### config.mk
export PLATFORM = sky130hd
export DESIGN_NAME = aes_ctr_stream_ctrl
export DESIGN_NICKNAME = d
export VERILOG_FILES = /design/src/rtl/aes_ctr_stream_ctrl.sv
export SDC_FILE = /design/constraint.sdc
export NUM_CORES = 1
export LEC_CHECK = 0
export BUFFER_PORTS_ARGS = -buffer_cell sky130_fd_sc_hd__buf_2
export CAP_MARGIN = 20
export CORE_AREA = 8 8 399 401
export DETAILED_ROUTE_END_ITERATION = 10
export DIE_AREA = 0 0 407 409
export PLACE_DENSITY_LB_ADDON = 0.12
export SLEW_MARGIN = 15
export SYNTH_ARGS = -nofsm -noshare
export SYNTH_HDL_FRONTEND = slang
export SYNTH_SLANG_ARGS = --single-unit
### constraint.sdc
create_clock -name clk -period 2.47 [get_ports clk]
set_clock_uncertainty 0.15 [all_clocks]
set_input_delay 0.1235 -clock clk [delete_from_list [all_inputs] [get_ports clk]]
set_output_delay 0.1235 -clock clk [all_outputs]
set_load 0.01 [all_outputs]
### src/rtl/aes_ctr_stream_ctrl.sv
// Streaming AES-128 CTR controller: feeds one 128-bit block at a time to an
// external single-block engine and presents each result on a ready/valid stream.
module aes_ctr_stream_ctrl #(
  parameter int CNT_W = 16
) (
  input  logic             clk,
  input  logic             rst_n,
  input  logic             cfg_start,
  input  logic [127:0]     cfg_key,
  input  logic [127:0]     cfg_iv,
  input  logic [CNT_W-1:0] cfg_num_blocks,
  input  logic             abort,
  input  logic             s_valid,
  output logic             s_ready,
  input  logic [127:0]     s_data,
  output logic             m_valid,
  input  logic             m_ready,
  output logic [127:0]     m_data,
  output logic             m_last,
  output logic             eng_start,
  output logic [127:0]     eng_key,
  output logic [127:0]     eng_counter,
  output logic [127:0]     eng_data_in,
  input  logic [127:0]     eng_data_out,
  input  logic             eng_done,
  output logic             busy,
  output logic             done,
  output logic             ctr_wrap
);

  typedef enum logic [2:0] {
    IDLE, GET_IN, START, WAIT_ENG, PUT_OUT, FINISH
  } state_t;

  state_t           state_q, state_d;
  logic [127:0]     key_q, key_d;
  logic [127:0]     ctr_q, ctr_d;
  logic [127:0]     din_q, din_d;
  logic [127:0]     dout_q, dout_d;
  logic [CNT_W-1:0] rem_q, rem_d;
  logic             wrap_q, wrap_d;
  logic             pend_q, pend_d;
  logic             done_q;

  always_ff @(posedge clk) begin
    if (!rst_n) begin
      state_q <= IDLE;
      key_q   <= '0;
      ctr_q   <= '0;
      din_q   <= '0;
      dout_q  <= '0;
      rem_q   <= '0;
      wrap_q  <= 1'b0;
      pend_q  <= 1'b0;
      done_q  <= 1'b0;
    end else begin
      state_q <= state_d;
      key_q   <= key_d;
      ctr_q   <= ctr_d;
      din_q   <= din_d;
      dout_q  <= dout_d;
      rem_q   <= rem_d;
      wrap_q  <= wrap_d;
      pend_q  <= pend_d;
      // done is registered off FINISH, so it lands two cycles after an empty-message start
      done_q  <= (state_q == FINISH);
    end
  end

  always_comb begin
    state_d   = state_q;
    key_d     = key_q;
    ctr_d     = ctr_q;
    din_d     = din_q;
    dout_d    = dout_q;
    rem_d     = rem_q;
    wrap_d    = wrap_q;
    pend_d    = pend_q;
    s_ready   = 1'b0;
    m_valid   = 1'b0;
    m_last    = 1'b0;
    eng_start = 1'b0;
    case (state_q)
      IDLE: begin
        if (cfg_start) begin
          key_d   = cfg_key;
          ctr_d   = cfg_iv;
          rem_d   = cfg_num_blocks;
          wrap_d  = 1'b0;
          pend_d  = 1'b0;
          state_d = (cfg_num_blocks == '0) ? FINISH : GET_IN;
        end
      end
      GET_IN: begin
        s_ready = 1'b1;
        if (abort) begin
          state_d = IDLE;
        end else if (s_valid) begin
          din_d   = s_data;
          state_d = START;
        end
      end
      START: begin
        if (abort) begin
          state_d = IDLE;
        end else begin
          eng_start = 1'b1;
          state_d   = WAIT_ENG;
        end
      end
      WAIT_ENG: begin
        // An abort here cannot stop the engine; remember it and drop the result
        if (abort) pend_d = 1'b1;
        if (eng_done) begin
          if (pend_q || abort) begin
            pend_d  = 1'b0;
            state_d = IDLE;
          end else begin
            dout_d  = eng_data_out;
            ctr_d   = {ctr_q[127:32], ctr_q[31:0] + 32'd1};
            if (ctr_q[31:0] == 32'hFFFF_FFFF) wrap_d = 1'b1;
            rem_d   = rem_q - CNT_W'(1);
            state_d = PUT_OUT;
          end
        end
      end
      PUT_OUT: begin
        m_valid = 1'b1;
        m_last  = (rem_q == '0);
        if (abort) begin
          state_d = IDLE;
        end else if (m_ready) begin
          state_d = (rem_q == '0) ? FINISH : GET_IN;
        end
      end
      FINISH: begin
        state_d = IDLE;
      end
      default: begin
        state_d = IDLE;
      end
    endcase
  end

  assign busy        = (state_q != IDLE);
  assign done        = done_q;
  assign ctr_wrap    = wrap_q;
  assign m_data      = dout_q;
  assign eng_key     = key_q;
  assign eng_counter = ctr_q;
  assign eng_data_in = din_q;

endmodule

[Word-level counts from Yosys, hierarchy flattened]
Cells that the tools add are included.
Storage, ports and cells
  word-level logic and storage cells: 74
  output and inout bits: 519
  input bits: 535
  flip-flop bits (word level): 534
Cells by class
  reduce and logical (&&, ||, !) cells: 14
  bitwise gates (word level): 3
  multiplexer cells: 33
  add/sub/neg operators: 2
  equality and inequality tests: 12
Operator list (number)
  one-hot mux 128 bit (2 select lines): 1
  two-way mux 128 bit: 1
  two-way mux 32 bit: 2
  two-way mux 16 bit: 3
  adder 32 x 1 -> 32 bit (second input constant): 1
  == test 32 bit (second input constant): 1
  logical NOT 16 bit: 2
  one-hot mux 16 bit (2 select lines): 1
  two-way mux 3 bit: 9
  subtractor 16 x 1 -> 16 bit (second input constant): 1
  one-hot mux 3 bit (5 select lines): 1
  two-way mux 1 bit: 12
  AND reduction 3 bit: 3
  inequality test 2 bit (second input constant): 4
  AND reduction 4 bit: 2
  == test 3 x 2 -> 1 bit (second input constant): 2
  == test 3 bit (second input constant): 2
  inequality test 3 bit (second input constant): 2
  AND reduction 5 bit: 1
  one-hot mux 1 bit (2 select lines): 2
  AND reduction 2 bit: 2
  == test 3 x 1 -> 1 bit (second input constant): 1
  logical NOT 3 bit: 1
  inverter 1 bit: 3
  4 further kinds: 4

[Longest topological paths before layout]
  depth after elaboration: 5
  mapped depth: 7
  gate-level depth less buffers: 7

[Worst setup path after synthesis]
OpenSTA, ideal clock, no wires.
  path type: reg2reg
  from: register ctr_q[8], in the netlist eng_counter[8]
  to: register ctr_q[29], in the netlist eng_counter[29]
  data arrival time: 1854 ps
  clock period less this slack: 2130 ps
  buffers on the path: 0
  stages on the path, launching flop included: 6
  path slack: 340 ps
  data required time: 2194 ps
  library setup time: 126 ps
  cell sequence: dfxtp_1 -> nand4_1 -> or4_4 -> or4_4 -> a22oi_1 -> o21ai_0
On the way
  cells in the longest elaborated chain, start to end: 4
Ends and longest elaborated chain
  start, declared: RTL line 37  | logic [127:0] ctr_q, ctr_d;
  start signal, assigned: RTL line 59  | ctr_q <= ctr_d;
  adder 32 x 1 -> 32 bit: RTL line 120  | ctr_d = {ctr_q[127:32], ctr_q[31:0] + 32'd1};
  two-way mux 32 bit: RTL line 115  | if (pend_q || abort) begin
  two-way mux 32 bit: RTL line 114  | if (eng_done) begin
  one-hot mux 128 bit (2 select lines): RTL line 83  | case (state_q)
Every way passes these cells. The select of a mux whose other input is x is not followed.
A chain may end at the register's enable or synchronous reset.

[Worst setup path after layout]
  from: register state_q[2]
  to: register key_q[60], in the netlist eng_key[60]
On the way
  cells in the longest elaborated chain, start to end: 2
Ends and longest elaborated chain
  start, declared: RTL line 35  | state_t state_q, state_d;
  start signal, assigned: RTL line 57  | state_q <= state_d;
  logical NOT 3 bit: RTL line 83
  AND reduction 2 bit (no source line)
  end signal, assigned: RTL line 58  | key_q <= key_d;
  end, declared: RTL line 36  | logic [127:0] key_q, key_d;
Every way passes these cells.

==> results.tsv <==
metric	value	unit
via_per_inst	3.83	
finalWirelength	130000	um
irDropWorstVdd	0.493	mV
layout_min_cycle_time	2.39	ns
io_buffers	1053	
min_from	s_data[121]	
synth_simple_gate_area_share	24.4	%
rr_worst_depth	8	
total_power	31700	uW
routabilityCongestion	0.794	
synth_cells	2530	
coreArea	153000	um^2
path_class	reg -> reg	
maxCapViolCount	0	
synth.yosys.seq_area_share	54.3	%
fin_crit_sh	96.6	%
ios	1054	
required	2.93	ns
hold-worst-slack	0.0963	ns
max_freq	419	MHz
drv_slew	0	
place_area	27900	um^2
worstHoldPathCells	4	
cp.arrival	2.85	ns
dp_worst_setup_slack	0.217	ns
clock_insertion_delay_worst_skew	0.67	ns
grt_usage	14.5	%
crit_path_max_fanout	18	
cts.htree.levels	3	
antenna_left	0	
drive_above_1_share	31.1	%
holdPathEnd	eng_data_in[121]	
wl_per_cell	20.6	um
cts_tree	built	
yosysUniqueCellTypes	64	
antenna_found_initial	22	
muxShareOfSynthArea	0.279	%
grt_max_degree	114	
p_leak	0.0157	uW
synth_enable_flop_cells	0	
rr_startpoint	state_q[2]	
min_path_type	in -> reg	
outcome	finished, final reports clean	
areaGrowthSynthToFinish	87.1	%
nFillCells	17100	
startpoint_type	flip-flop	
place_hpwl	97200	um
p_per_area	861	nW/um^2
setup_violations	0	
synthArstFlopShare	0	%
hold_violations	0	
grt_pass1_vias	25100	
dieArea	166000	um^2
die_w	407	um
relSlewSlack	52.3	%
start_util	12.9	%
path_clk_slew	0.06	ns
numCtsBuffers	75	
reg2reg_to	eng_key[60]	
num_rows	144	
syn_area	19700	um^2
synthXorXnorAreaFrac	0.0445	%
final_nets	4732	
final_core_util	24.1	%
die_y	409	um
most-common-layout-cells	buf_2 (1051), nand2_1 (916), dlygate4sd3_1 (612)	
syn_nets	3067	
rsz0062_at_grt	yes	
yosys_warnings	0	
synth-compound-area-share	16.7	%
ys_seq_elements	534	
clockBufferDepth	3	
cts.sinks	534	
cts_root_buffer	clkbuf_16	
route.detailed.drc	0	
vias	24100	
final_cell_area	36900	um^2
firstDrtPassIters	5	
cp-end-kind	flip-flop	
gr-total-overflow	0	
grt_pass1_wl	180000	um
avgSynthCellArea	7.79	um^2
worst_slack	0.0841	ns
synth_top_flop_cell	dfxtp_1	
dr.first_iter.drc_count	1112	
synthAdderAreaFrac	0.127	%
synth_top_family_by_area	simple AND/OR/NAND/NOR gates	
worst_pin_slew	0.708	ns
layout_commonest_cell	buf_2	
r2r_slack	0.08	ns
## state kept, by name, summed over array words and instances (netlist names)
signal and flops:
rem_q 16, state_q 3, ctr_wrap 1, m_data 128, eng_data_in 128, eng_counter 128, pend_q 1, done 1
eng_key 128
## layout make-up
| cell class | count | area [um^2] | area share [%] |
|---|---|---|---|
| timing repair buffer | 1788 | 12700 | 34.6 |
| sequential | 534 | 10700 | 29.0 |
| antenna | 12 | 30.0 | 0.0815 |
| clock buffer | 112 | 2220 | 6.01 |
| clock inverter | 17 | 300 | 0.815 |
| tap | 2044 | 2560 | 6.94 |
| multi-input combinational | 1788 | 8270 | 22.4 |
| inverter | 8 | 37.5 | 0.102 |
## per-stage QoR
step                std cells  setup TNS, ns
floorplan                2530              0
global placement         5530              0
detailed placement       5530              0
CTS                      6272        -0.0195
global route             6299        -0.0717
finish                   6303              0
## synthesized netlist by cell type (all sizes together) (3+ instances only)
master,count,area share [%]
dfxtp,534,54
or3,5,0.16
nand2b,4,0.13
o22ai,12,0.38
a211oi,7,0.27
a22oi,6,0.23
mux2,4,0.23
o21a,6,0.23
nor2,35,0.67
inv,8,0.15
nor3b,4,0.15
clkbuf,156,3.0
and4,3,0.13
and2,6,0.19
a21oi,514,13
o311ai,3,0.13
and3,12,0.38
or4,5,0.23
o221ai,4,0.18
o21ai,24,0.67
o31a,3,0.13
nor4,16,0.54
nand4,14,0.44
a32oi,3,0.13
nand3,116,3.0
buf,44,1.0
nor3,21,0.53
nand2,916,17
a31oi,8,0.25
## worst max path at each step
| stage | slack (ns) | endpoint | start |
|---|---|---|---|
| 6_report | 0.08 | eng_key[60] | state_q[2] |
| 5_1_grt | -0.07 | m_last | rem_q[0] |
| 4_1_cts | -0.02 | m_last | state_q[2] |
| 3_5_place_dp | 0.22 | state_q[2] | rem_q[0] |
| 3_3_place_gp | 0.17 | state_q[2] | rem_q[0] |
| 2_1_floorplan | 0.34 | eng_counter[29] | eng_counter[8] |
## routing by layer
layer	vias up	share of wire (%)	wire (um)	track usage (%)
met5	-	0.039	50	0
met4	8	2.3	3000	4.15
met3	141	7.3	9410	4.35
met2	738	50	65100	26.0
met1	11400	40	52200	16.4
li1	11800	-	-	-
## repair_timing
| item | CTS | global route |
|---|---|---|
| endpoints found under the hold margin | 533 | 0 |
| gates cloned | 0 | 4 |
| gates resized for setup | 12 | 7 |
| hold buffers | 612 | 0 |
| pin swaps | 3 | 5 |
| buffers inserted | 1 | 15 |
| endpoints found under the setup margin | 2 | 32 |
## where the power goes
| group | internal, uW | leakage (uW) | switching, uW |
|---|---|---|---|
| clock network | 6570 | 0.00122 | 4570 |
| logic | 4040 | 0.0101 | 5940 |
| registers | 9850 | 0.00435 | 753 |
| total | 20500 | 0.0157 | 11300 |
## critical path, stage by stage (launching register included)
cell and delay [ns]:
dfxtp_1 0.35, or3_4 0.44, nor2_4 0.17, buf_12 0.12, buf_12 0.17, buf_4 0.19
nand2_1 0.06, a21oi_1 0.11, dlygate4sd3_1 0.55
## cell families after synthesis
| group | Yosys count |
|---|---|
| simple gates | 1166 |
| compound gates | 614 |
| flops | 534 |
| buf+inv | 208 |
| mux | 5 |
| fa+ha+maj | 2 |
| xor+xnor | 1 |
Power figures use the tool's default switching activity.
